File: src/rtl/novaedge_pkg.sv
// Shared NovaEdge32 branch definitions: funct3 codes, FSM encoding, taken decode.
package novaedge_pkg;

  localparam logic [2:0] F3_BEQ  = 3'b000;
  localparam logic [2:0] F3_BNE  = 3'b001;
  localparam logic [2:0] F3_BLT  = 3'b100;
  localparam logic [2:0] F3_BGE  = 3'b101;
  localparam logic [2:0] F3_BLTU = 3'b110;
  localparam logic [2:0] F3_BGEU = 3'b111;

  typedef enum logic [1:0] {
    ST_IDLE = 2'd0,
    ST_BUSY = 2'd1,
    ST_DONE = 2'd2
  } state_e;

  // Reserved codes (010/011) never take the branch.
  function automatic logic branch_taken(input logic [2:0] f3, input logic eq,
                                        input logic lt, input logic gt);
    logic t;
    case (f3)
      F3_BEQ:            t = eq;
      F3_BNE:            t = ~eq;
      F3_BLT, F3_BLTU:   t = lt;
      F3_BGE, F3_BGEU:   t = eq | gt;
      default:           t = 1'b0;
    endcase
    return t;
  endfunction

  function automatic logic is_illegal(input logic [2:0] f3);
    return f3[2:1] == 2'b01;
  endfunction

endpackage

File: src/rtl/branch_compare_unit_if.sv
// Request/response bundle between operand-forwarding, the branch resolver and PC redirect.
interface branch_compare_unit_if #(parameter int unsigned XLEN = 32);
  logic            in_valid_i;
  logic            in_ready_o;
  logic [XLEN-1:0] rs1_i;
  logic [XLEN-1:0] rs2_i;
  logic [2:0]      funct3_i;
  logic            out_valid_o;
  logic            out_ready_i;
  logic            taken_o;
  logic            eq_o;
  logic            lt_o;
  logic            gt_o;
  logic            illegal_o;

  modport slave (
    input  in_valid_i, rs1_i, rs2_i, funct3_i, out_ready_i,
    output in_ready_o, out_valid_o, taken_o, eq_o, lt_o, gt_o, illegal_o
  );

  modport master (
    output in_valid_i, rs1_i, rs2_i, funct3_i, out_ready_i,
    input  in_ready_o, out_valid_o, taken_o, eq_o, lt_o, gt_o, illegal_o
  );
endinterface

File: src/rtl/nibble_cmp4.sv
// 4-bit magnitude comparator; sign mode flips the MSBs so two's-complement orders correctly.
module nibble_cmp4 (
  input  logic [3:0] x_i,
  input  logic [3:0] y_i,
  input  logic       sign_i,
  output logic       equal_o,
  output logic       greater_o,
  output logic       less_o
);
  logic [3:0] xa;
  logic [3:0] ya;

  assign xa        = {x_i[3] ^ sign_i, x_i[2:0]};
  assign ya        = {y_i[3] ^ sign_i, y_i[2:0]};
  assign equal_o   = (x_i == y_i);
  assign greater_o = (xa > ya);
  assign less_o    = (xa < ya);
endmodule

File: src/rtl/branch_compare_unit.sv
// Multi-cycle branch-condition resolver: scans operands MSB nibble first and reports taken.
module branch_compare_unit
  import novaedge_pkg::*;
#(
  parameter int unsigned XLEN       = 32,
  parameter bit          EARLY_EXIT = 1'b1
) (
  input  logic                 clk,
  input  logic                 rst_n,
  input  logic                 flush_i,
  branch_compare_unit_if.slave bus
);
  localparam int unsigned NIB  = XLEN / 4;
  localparam int unsigned IDXW = (NIB > 1) ? $clog2(NIB) : 1;

  state_e            state_q, state_d;
  logic [XLEN-1:0]   rs1_q, rs1_d, rs2_q, rs2_d;
  logic [2:0]        f3_q, f3_d;
  logic [IDXW-1:0]   idx_q, idx_d;
  logic              rec_q, rec_d, lt_q, lt_d, gt_q, gt_d;
  logic              in_ready_q, in_ready_d, out_valid_q, out_valid_d;
  logic              taken_q, taken_d, eq_o_q, eq_o_d, lt_o_q, lt_o_d, gt_o_q, gt_o_d;
  logic              illegal_q, illegal_d;

  logic [NIB-1:0][3:0] x_nibs, y_nibs;
  logic                sign_c, eq_c, gt_c, lt_c;

  assign x_nibs = rs1_q;
  assign y_nibs = rs2_q;
  assign sign_c = (idx_q == IDXW'(NIB - 1)) && f3_q[2] && !f3_q[1];

  nibble_cmp4 u_cmp (
    .x_i       (x_nibs[idx_q]),
    .y_i       (y_nibs[idx_q]),
    .sign_i    (sign_c),
    .equal_o   (eq_c),
    .greater_o (gt_c),
    .less_o    (lt_c)
  );

  always_ff @(posedge clk or negedge rst_n) begin
    if (!rst_n) begin
      state_q     <= ST_IDLE;
      rs1_q       <= '0;
      rs2_q       <= '0;
      f3_q        <= '0;
      idx_q       <= '0;
      rec_q       <= 1'b0;
      lt_q        <= 1'b0;
      gt_q        <= 1'b0;
      in_ready_q  <= 1'b1;
      out_valid_q <= 1'b0;
      taken_q     <= 1'b0;
      eq_o_q      <= 1'b0;
      lt_o_q      <= 1'b0;
      gt_o_q      <= 1'b0;
      illegal_q   <= 1'b0;
    end else begin
      state_q     <= state_d;
      rs1_q       <= rs1_d;
      rs2_q       <= rs2_d;
      f3_q        <= f3_d;
      idx_q       <= idx_d;
      rec_q       <= rec_d;
      lt_q        <= lt_d;
      gt_q        <= gt_d;
      in_ready_q  <= in_ready_d;
      out_valid_q <= out_valid_d;
      taken_q     <= taken_d;
      eq_o_q      <= eq_o_d;
      lt_o_q      <= lt_o_d;
      gt_o_q      <= gt_o_d;
      illegal_q   <= illegal_d;
    end
  end

  // rec_q marks that the first unequal nibble has already fixed lt/gt.
  always_comb begin
    state_d     = state_q;
    rs1_d       = rs1_q;
    rs2_d       = rs2_q;
    f3_d        = f3_q;
    idx_d       = idx_q;
    rec_d       = rec_q;
    lt_d        = lt_q;
    gt_d        = gt_q;
    in_ready_d  = in_ready_q;
    out_valid_d = out_valid_q;
    taken_d     = taken_q;
    eq_o_d      = eq_o_q;
    lt_o_d      = lt_o_q;
    gt_o_d      = gt_o_q;
    illegal_d   = illegal_q;

    case (state_q)
      ST_IDLE: begin
        if (bus.in_valid_i && in_ready_q) begin
          rs1_d      = bus.rs1_i;
          rs2_d      = bus.rs2_i;
          f3_d       = bus.funct3_i;
          idx_d      = IDXW'(NIB - 1);
          rec_d      = 1'b0;
          lt_d       = 1'b0;
          gt_d       = 1'b0;
          in_ready_d = 1'b0;
          state_d    = ST_BUSY;
        end
      end
      ST_BUSY: begin
        if (!eq_c && !rec_q) begin
          rec_d = 1'b1;
          lt_d  = lt_c;
          gt_d  = gt_c;
        end
        if ((!eq_c && EARLY_EXIT) || (idx_q == '0)) begin
          state_d = ST_DONE;
        end else begin
          idx_d = idx_q - 1'b1;
        end
      end
      ST_DONE: begin
        // First DONE cycle registers the result; afterwards wait for the consumer.
        if (!out_valid_q) begin
          out_valid_d = 1'b1;
          eq_o_d      = !rec_q;
          lt_o_d      = lt_q;
          gt_o_d      = gt_q;
          taken_d     = branch_taken(f3_q, !rec_q, lt_q, gt_q);
          illegal_d   = is_illegal(f3_q);
        end else if (bus.out_ready_i) begin
          out_valid_d = 1'b0;
          in_ready_d  = 1'b1;
          state_d     = ST_IDLE;
        end
      end
      default: begin
        state_d     = ST_IDLE;
        in_ready_d  = 1'b1;
        out_valid_d = 1'b0;
      end
    endcase

    if (flush_i) begin
      state_d     = ST_IDLE;
      in_ready_d  = 1'b1;
      out_valid_d = 1'b0;
    end
  end

  assign bus.in_ready_o  = in_ready_q;
  assign bus.out_valid_o = out_valid_q;
  assign bus.taken_o     = taken_q;
  assign bus.eq_o        = eq_o_q;
  assign bus.lt_o        = lt_o_q;
  assign bus.gt_o        = gt_o_q;
  assign bus.illegal_o   = illegal_q;
endmodule

File: src/flat_wrapper.sv
// flat-port wrapper written by rule: the top's interface ports become plain ports
module branch_compare_unit_flat import novaedge_pkg::*;
#(
  parameter int unsigned XLEN       = 32,
  parameter bit          EARLY_EXIT = 1'b1
)
  (clk, rst_n, flush_i, bus_in_valid_i, bus_rs1_i, bus_rs2_i, bus_funct3_i, bus_out_ready_i, bus_in_ready_o, bus_out_valid_o, bus_taken_o, bus_eq_o, bus_lt_o, bus_gt_o, bus_illegal_o);
  branch_compare_unit_if #(.XLEN(XLEN)) bus_i ();
  input  logic clk;
  input  logic rst_n;
  input  logic flush_i;
  input wire logic [$bits(bus_i.in_valid_i)-1:0] bus_in_valid_i;
  input wire logic [$bits(bus_i.rs1_i)-1:0] bus_rs1_i;
  input wire logic [$bits(bus_i.rs2_i)-1:0] bus_rs2_i;
  input wire logic [$bits(bus_i.funct3_i)-1:0] bus_funct3_i;
  input wire logic [$bits(bus_i.out_ready_i)-1:0] bus_out_ready_i;
  output wire logic [$bits(bus_i.in_ready_o)-1:0] bus_in_ready_o;
  output wire logic [$bits(bus_i.out_valid_o)-1:0] bus_out_valid_o;
  output wire logic [$bits(bus_i.taken_o)-1:0] bus_taken_o;
  output wire logic [$bits(bus_i.eq_o)-1:0] bus_eq_o;
  output wire logic [$bits(bus_i.lt_o)-1:0] bus_lt_o;
  output wire logic [$bits(bus_i.gt_o)-1:0] bus_gt_o;
  output wire logic [$bits(bus_i.illegal_o)-1:0] bus_illegal_o;
  assign bus_i.in_valid_i = bus_in_valid_i;
  assign bus_i.rs1_i = bus_rs1_i;
  assign bus_i.rs2_i = bus_rs2_i;
  assign bus_i.funct3_i = bus_funct3_i;
  assign bus_i.out_ready_i = bus_out_ready_i;
  assign bus_in_ready_o = bus_i.in_ready_o;
  assign bus_out_valid_o = bus_i.out_valid_o;
  assign bus_taken_o = bus_i.taken_o;
  assign bus_eq_o = bus_i.eq_o;
  assign bus_lt_o = bus_i.lt_o;
  assign bus_gt_o = bus_i.gt_o;
  assign bus_illegal_o = bus_i.illegal_o;
  branch_compare_unit #(.XLEN(XLEN), .EARLY_EXIT(EARLY_EXIT)) u_core (.clk(clk), .rst_n(rst_n), .flush_i(flush_i), .bus(bus_i));
endmodule
File: config.mk
export PLATFORM = sky130hd
export DESIGN_NAME = branch_compare_unit_flat
export DESIGN_NICKNAME = d
export VERILOG_FILES = /design/src/rtl/novaedge_pkg.sv /design/src/rtl/branch_compare_unit_if.sv /design/src/rtl/nibble_cmp4.sv /design/src/rtl/branch_compare_unit.sv /design/src/flat_wrapper.sv
export SDC_FILE = /design/constraint.sdc
export NUM_CORES = 1
export LEC_CHECK = 0
export CORE_AREA = 2 2 102 104
export DETAILED_ROUTE_END_ITERATION = 12
export DIE_AREA = 0 0 104 106
export SLEW_MARGIN = 20
export SYNTH_ARGS = -nofsm -noshare
export SYNTH_HDL_FRONTEND = slang
export SYNTH_SLANG_ARGS = --single-unit
export TNS_END_PERCENT = 20
File: constraint.sdc
create_clock -name clk -period 4.75 [get_ports clk]
set_clock_uncertainty 0.05 [all_clocks]
set_input_delay 0.95 -clock clk [delete_from_list [all_inputs] [get_ports clk]]
set_output_delay 0.95 -clock clk [all_outputs]
set_load 0.02 [all_outputs]
==> results by group <==
Die
  – # rows: 37
  – Die Ht: 106 um
  – Die X: 104 um
  – Core Region: 0.01000 mm2
  – Die ar.: 0.01102 mm2
  – Initial Util: 0.3849
  – IO Pins: 79

Cells and area
  – Synth-to-Final Area Change: 28.84%
  – Final core utilization: 0.4959
  – Number of fill cells: 994
  – Multi-input logic area: 0.001692 mm2
  – Net count, final: 559
  – Layout cells sized above 1: 0.08642
  – Commonest non-fill, non-tap cell in the layout: nand2_1
  – Antenna Cells: 0
  – Most frequent cells in the layout: nand2_1, dfrtp_1, clkdlybuf4s50_1
  – Seq. cell area: 0.002053 mm2

STA
  – Slew HR: 0.5006
  – Worst-margin pin slew: 0.7491 ns
  – Final Max Tran Viols: 0
  – Post-route worst setup slack: 1.601 ns
  – Fin. Hold Viols: 0
  – Achievable frequency: 317.6 MHz
  – RSZ-0062 raised after global routing: false
  – Final period utilization: 0.6630
  – Post-layout min period: 3.149 ns
  – Final setup fails: 0
  – Setup TNS: 0 ns

Routing
  – DR vias: 2901
  – Post-route ant nets: 0
  – Routed WL per cell: 13.29 um
  – Total wire length: 8267 um
  – Drt drc: 0
  – Starting DRT DRC Count: 94
  – First-pass iteration count of the detailed router: 4
  – Mean number of vias per cell: 4.664

Critical path
  – Worst path arrival time: 3.35 ns
  – R2R Path Start: u_core.idx_q[0]
  – CP max FO: 12
  – Crit path max-delay cell type: dfrtp_1
  – Worst reg2reg endpoint: u_core.idx_q[2]
  – Depth of the most critical reg-to-reg path: 9
  – Crit path kind: flop to flop
  – Crit path capture: u_core.idx_q[2]
  – CP Capture Type: flop
  – Critical Path Most Common Cell: nand2_1
  – CP Launch Point: u_core.idx_q[0]
  – CP Launch Type: flop
  – R2R Setup Slk: 1.60 ns
  – Worst EP required: 4.96 ns
  – Worst-path cell chain: buf_4 > mux4_2 > nand2_1 > nand2_1 > ha_1 > and3_1 > nand3_1 > or3_1 > a31oi_1
  – Critical Path Max Stage Delay: 0.79 ns

Outcome
  – Status: complete, no violations

Logic synthesis
  – Distinct cells, synth: 38
  – Sequential-to-total area share from yosys stat: 0.5335
  – Mux share of post-synthesis cell area: 0.1245
  – Post-Synth Simple-Gate Area: 0.2555
  – Xor/xnor share of the synthesized area: 0.004226
  – Post-synth design cell area: 0.003849 mm2
  – Cells after Synth: 410
  – Adder-Cell Fraction of Synth Area: 0.01951
  – Post-synth EDFFs: 0
  – Synth async-reset ratio: 1.000
  – Post-synth top flop: dfrtp_1
  – Main combinational cell family by area after synthesis: simple AND/OR/NAND/NOR gates
  – Syn_nets: 488
  – Yosys reg bits: 82
  – Synthesized area per cell: 9.387 um2
  – Ys Warns: 0
  – Compound-cell area share of the yosys netlist: 0.03446

Global routing
  – Vias in the first global route: 3005
  – Total GRT Usage: 0.1632
  – GRT overflow: 0
  – Global-route wire length before repair: 14350 um
  – Largest net degree at the start of global routing: 83
  – Antenna violations before repair: 0

CTS
  – Clk root buf: clkbuf_8
  – Max clock buf depth: 2
  – CTS Hold Bufs: 0
  – Post-CTS setup buffers: 0
  – Clock latency at the later pin of the worst-skew pair: 0.34 ns
  – Total CTS buffers: 9
  – TritonCTS clock tree: done
  – H-tree lvl count: 3
  – Worst-path clk slew: 0.07 ns
  – CTS resizes: 0
  – Clock sink total: 82

Placement
  – Worst slack, placed: 1.498 ns
  – Hpwl dp: 5878 um
  – # port buffers: 78
  – Gp weighted congestion: 0.8411

Flow run
  – Max-Cap Viols: 0

Pwr
  – Maximum vdd drop: 0.0002278 V
  – Leakage: 2.413 nW
  – Pwr dens: 522.6 mW/mm2
  – Total power: 2.591 mW

Hold path
  – Hold Path Class: flop to flop
-- critical path: cells and delay by family, from the launching register on --
| family | cells | cell delay, ns |
|---|---|---|
| AO/OA/AOI/OAI | 1 | 0.16 |
| adder cells (fa/ha/maj) | 1 | 0.28 |
| buffers and inverters | 1 | 0.33 |
| flip-flops | 1 | 0.79 |
| multiplexers | 1 | 0.53 |
| AND/OR/NAND/NOR | 5 | 0.93 |
-- area by class of cell --
cell class / instances / area share
Clock buffer: 14 / 0.03078
Clock inverter: 2 / 0.01211
Inverter: 5 / 0.003785
Multi-Input combinational cell: 301 / 0.3412
Sequential cell: 82 / 0.4141
Tap cell: 136 / 0.03432
Timing Repair Buffer: 82 / 0.1638
-- metrics by stage --
stage | hold WS (ns) | cell area [um2] | instances
after floorplan | 0.3873 | 3849 | 410
after global placement | 0.4028 | 4742 | 606
after detailed placement | 0.4048 | 4742 | 606
after CTS | 0.4244 | 4955 | 622
after global routing | 0.4436 | 4959 | 622
final | 0.4222 | 4959 | 622
-- worst min path at each step --
stage | startpoint | cells after the start | endpoint | slack (ns)
floorplan | u_core.rs1_q[6] | 2 | u_core.rs1_q[6] | 0.39
global route | u_core.rs1_q[2] | 2 | u_core.rs1_q[2] | 0.44
finish | u_core.rs2_q[14] | 2 | u_core.rs2_q[14] | 0.42
CTS | u_core.rs1_q[2] | 2 | u_core.rs1_q[2] | 0.42
detailed placement | u_core.rs1_q[2] | 2 | u_core.rs1_q[2] | 0.40
global placement | u_core.rs1_q[6] | 2 | u_core.rs1_q[6] | 0.40
-- cells in the mapped netlist, types with 3 or more instances --
master    number  area [um2]
a21oi_1        7       35.03
buf_1          3       11.26
clkbuf_1      18       67.56
dfrtp_1       81        2027
ha_1           6       75.07
inv_1          3       11.26
mux2i_1        7       70.07
mux4_2        15       337.8
nand2_1      221       829.6
nand2b_1       4       25.02
nor2_1         4       15.01
nor2b_1        4       25.02
o21ai_0        6       30.03
-- layer usage --
| layer | part of all wire | routed length [um] | vias to the layer above | GRT usage |
|---|---|---|---|---|
| met5 | 0 | 0 | - | 0 |
| met4 | 0.011 | 89 | 0 | 0.05985 |
| met3 | 0.035 | 292 | 5 | 0.03433 |
| met1 | 0.48 | 3996 | 1375 | 0.2205 |
| li1 | - | - | 1466 | - |
| met2 | 0.47 | 3889 | 55 | 0.2613 |
-- report_power, final --
| part | internal, mW | switching (mW) | total (mW) |
|---|---|---|---|
| logic | 0.459 | 0.452 | 0.911 |
| clock network | 0.312 | 0.235 | 0.547 |
| registers | 0.960 | 0.173 | 1.13 |
| total | 1.73 | 0.860 | 2.59 |
-- state kept, by name, summed over array words and instances, names as in the netlist, 2 cells and up --
register / flops
u_core.state_q: 2
u_core.idx_q: 3
u_core.rs1_q: 32
u_core.rs2_q: 32
u_core.f3_q: 3
-- kinds of logic (layout without fill, tap and decap cells) --
group / count (synthesis) / count (layout)
and+or+nand+nor: 246 / 246
muxes: 26 / 26
adders and majority gates: 6 / 6
AOI/OAI and AO/OA: 22 / 22
buffers and inverters: 27 / 103
xor gates and xnor gates: 1 / 1
DFF: 82 / 82
Note: power is estimated with default switching activity, not from simulation.
==> variant: new RTL, config.mk and constraints unchanged <==
`XLEN` is set to 32 in 3 places; all go to 16.
--- a/src/rtl/branch_compare_unit_if.sv
+++ b/src/rtl/branch_compare_unit_if.sv
@@ -1,5 +1,5 @@
 // Request/response bundle between operand-forwarding, the branch resolver and PC redirect.
-interface branch_compare_unit_if #(parameter int unsigned XLEN = 32);
+interface branch_compare_unit_if #(parameter int unsigned XLEN = 16);
   logic            in_valid_i;
   logic            in_ready_o;
   logic [XLEN-1:0] rs1_i;
--- a/src/rtl/branch_compare_unit.sv
+++ b/src/rtl/branch_compare_unit.sv
@@ -2,7 +2,7 @@
 module branch_compare_unit
   import novaedge_pkg::*;
 #(
-  parameter int unsigned XLEN       = 32,
+  parameter int unsigned XLEN       = 16,
   parameter bit          EARLY_EXIT = 1'b1
 ) (
   input  logic                 clk,
--- a/src/flat_wrapper.sv
+++ b/src/flat_wrapper.sv
@@ -1,7 +1,7 @@
 // flat-port wrapper written by rule: the top's interface ports become plain ports
 module branch_compare_unit_flat import novaedge_pkg::*;
 #(
-  parameter int unsigned XLEN       = 32,
+  parameter int unsigned XLEN       = 16,
   parameter bit          EARLY_EXIT = 1'b1
 )
   (clk, rst_n, flush_i, bus_in_valid_i, bus_rs1_i, bus_rs2_i, bus_funct3_i, bus_out_ready_i, bus_in_ready_o, bus_out_valid_o, bus_taken_o, bus_eq_o, bus_lt_o, bus_gt_o, bus_illegal_o);
Interface: changed (resized bus_rs1_i and bus_rs2_i); port bits go from 79 to 47. No check against the original RTL was run, so the function may have changed too.
==> variant against the original RTL <==
  * Total power fell by 39%
  * Maximum frequency rose by 15%
  * Final area is 38% lower
  * Die area is the same
  * Global-route usage shrank 6.5 points
  * Wire length down 37%
  * Sequential cell count shrank 33
  * Via count is 36% lower
  * Worst hold slack better by 0.0071 ns
  * Worst setup slack better by 0.40 ns
  * Area after synthesis is 38% lower
  * Critical path type unchanged
==> variant: results (changes against the original RTL) <==
Worst slew margin 55.6% (+5.6 points); DR WL met3 209 um (-28%); GP Congestion 0.769 (-8.6%); Worst-path clk slew 0.09 ns (+0.02 ns); met2 usage 17.3% (-8.8 points); Avg WL per Cell 11.7 um (-12%); first-pass GRT wire length 8690 um (-39%); I/O Buffers 46 (-41%); met1 global-route usage 11.9% (-10 points); synth unique cells 32 (-16%); Worst-Skew Late Latency 0.30 ns (-0.04 ns); VDD IR max 0.173 mV (-24%); xor/xnor share of the synthesized area 1.46% (+1.0 points); commonest cells in the netlist nand2_1 (113), dfrtp_1 (48), o21ai_0 (11); Final nets 350 (-37%); Place WS 1.79 ns (+0.291 ns); met2 wire length 2620 um (-33%); mux cell area share after synthesis 8.32% (-4.1 points); Synthesized Nets 308 (-37%); dpl hpwl 3690 um (-37%); status complete, no violations; number of H-tree levels 2 (-1); met3 usage 2.33% (-1.1 points); biggest regs u_core.rs1_q x16, u_core.rs2_q x16, u_core.f3_q x3; Global Route Usage Sum 9.78% (-6.5 points); Metal-1 WL 2320 um (-42%)
## variant: through the flow
stage	area, um2	instances	power, mW	util (%)
2_1_floorplan	2390	263	1.13	-
6_report	3080	442	1.58	30.8
3_3_place_gp	2980	434	1.31	29.8
3_5_place_dp	2980	434	1.34	29.8
4_1_cts	3080	442	1.60	30.8
5_1_grt	3080	442	1.72	30.8
## variant: critical path, stage by stage, from the launching register on
cell      delay (ns)
dfrtp_1         0.78
mux4_2          0.60
ha_1            0.31
nand3_1         0.11
nand2b_2        0.24
nor3_1          0.35
mux2i_1         0.23
## variant: power groups by stage
stage | sequential [mW] | clock, mW | combinational (mW)
2_1_floorplan | 0.682 | 0 | 0.451
3_3_place_gp | 0.697 | 0 | 0.616
3_5_place_dp | 0.703 | 0 | 0.633
4_1_cts | 0.695 | 0.273 | 0.635
5_1_grt | 0.721 | 0.287 | 0.708
6_report | 0.692 | 0.260 | 0.627
## variant: path summary, 6_finish.rpt
path | from | to | slack [ns] | depth (start not counted)
min | u_core.rs1_q[1] | u_core.rs1_q[1] | 0.43 | 2
max reg2reg | u_core.idx_q[0] | u_core.idx_q[0] | 2.00 | 6
min reg2reg | u_core.rs1_q[1] | u_core.rs1_q[1] | 0.43 | 2
min in group asynchronous | rst_n | u_core.bus.out_valid_o | 0.61 | 1
max in group asynchronous | rst_n | u_core.rs2_q[7] | 3.61 | 1
max | u_core.idx_q[0] | u_core.idx_q[0] | 2.00 | 6
## variant: cell type report
| cell class | count | area, um2 |
|---|---|---|
| Fill cell | 1094 | 6920 |
| Sequential cell | 49 | 1230 |
| Multi-Input combinational cell | 192 | 1080 |
| Timing Repair Buffer | 47 | 465 |
| Tap cell | 136 | 170 |
| Clock buffer | 6 | 82.6 |
| Inverter | 10 | 37.5 |
| Clock inverter | 2 | 13.8 |
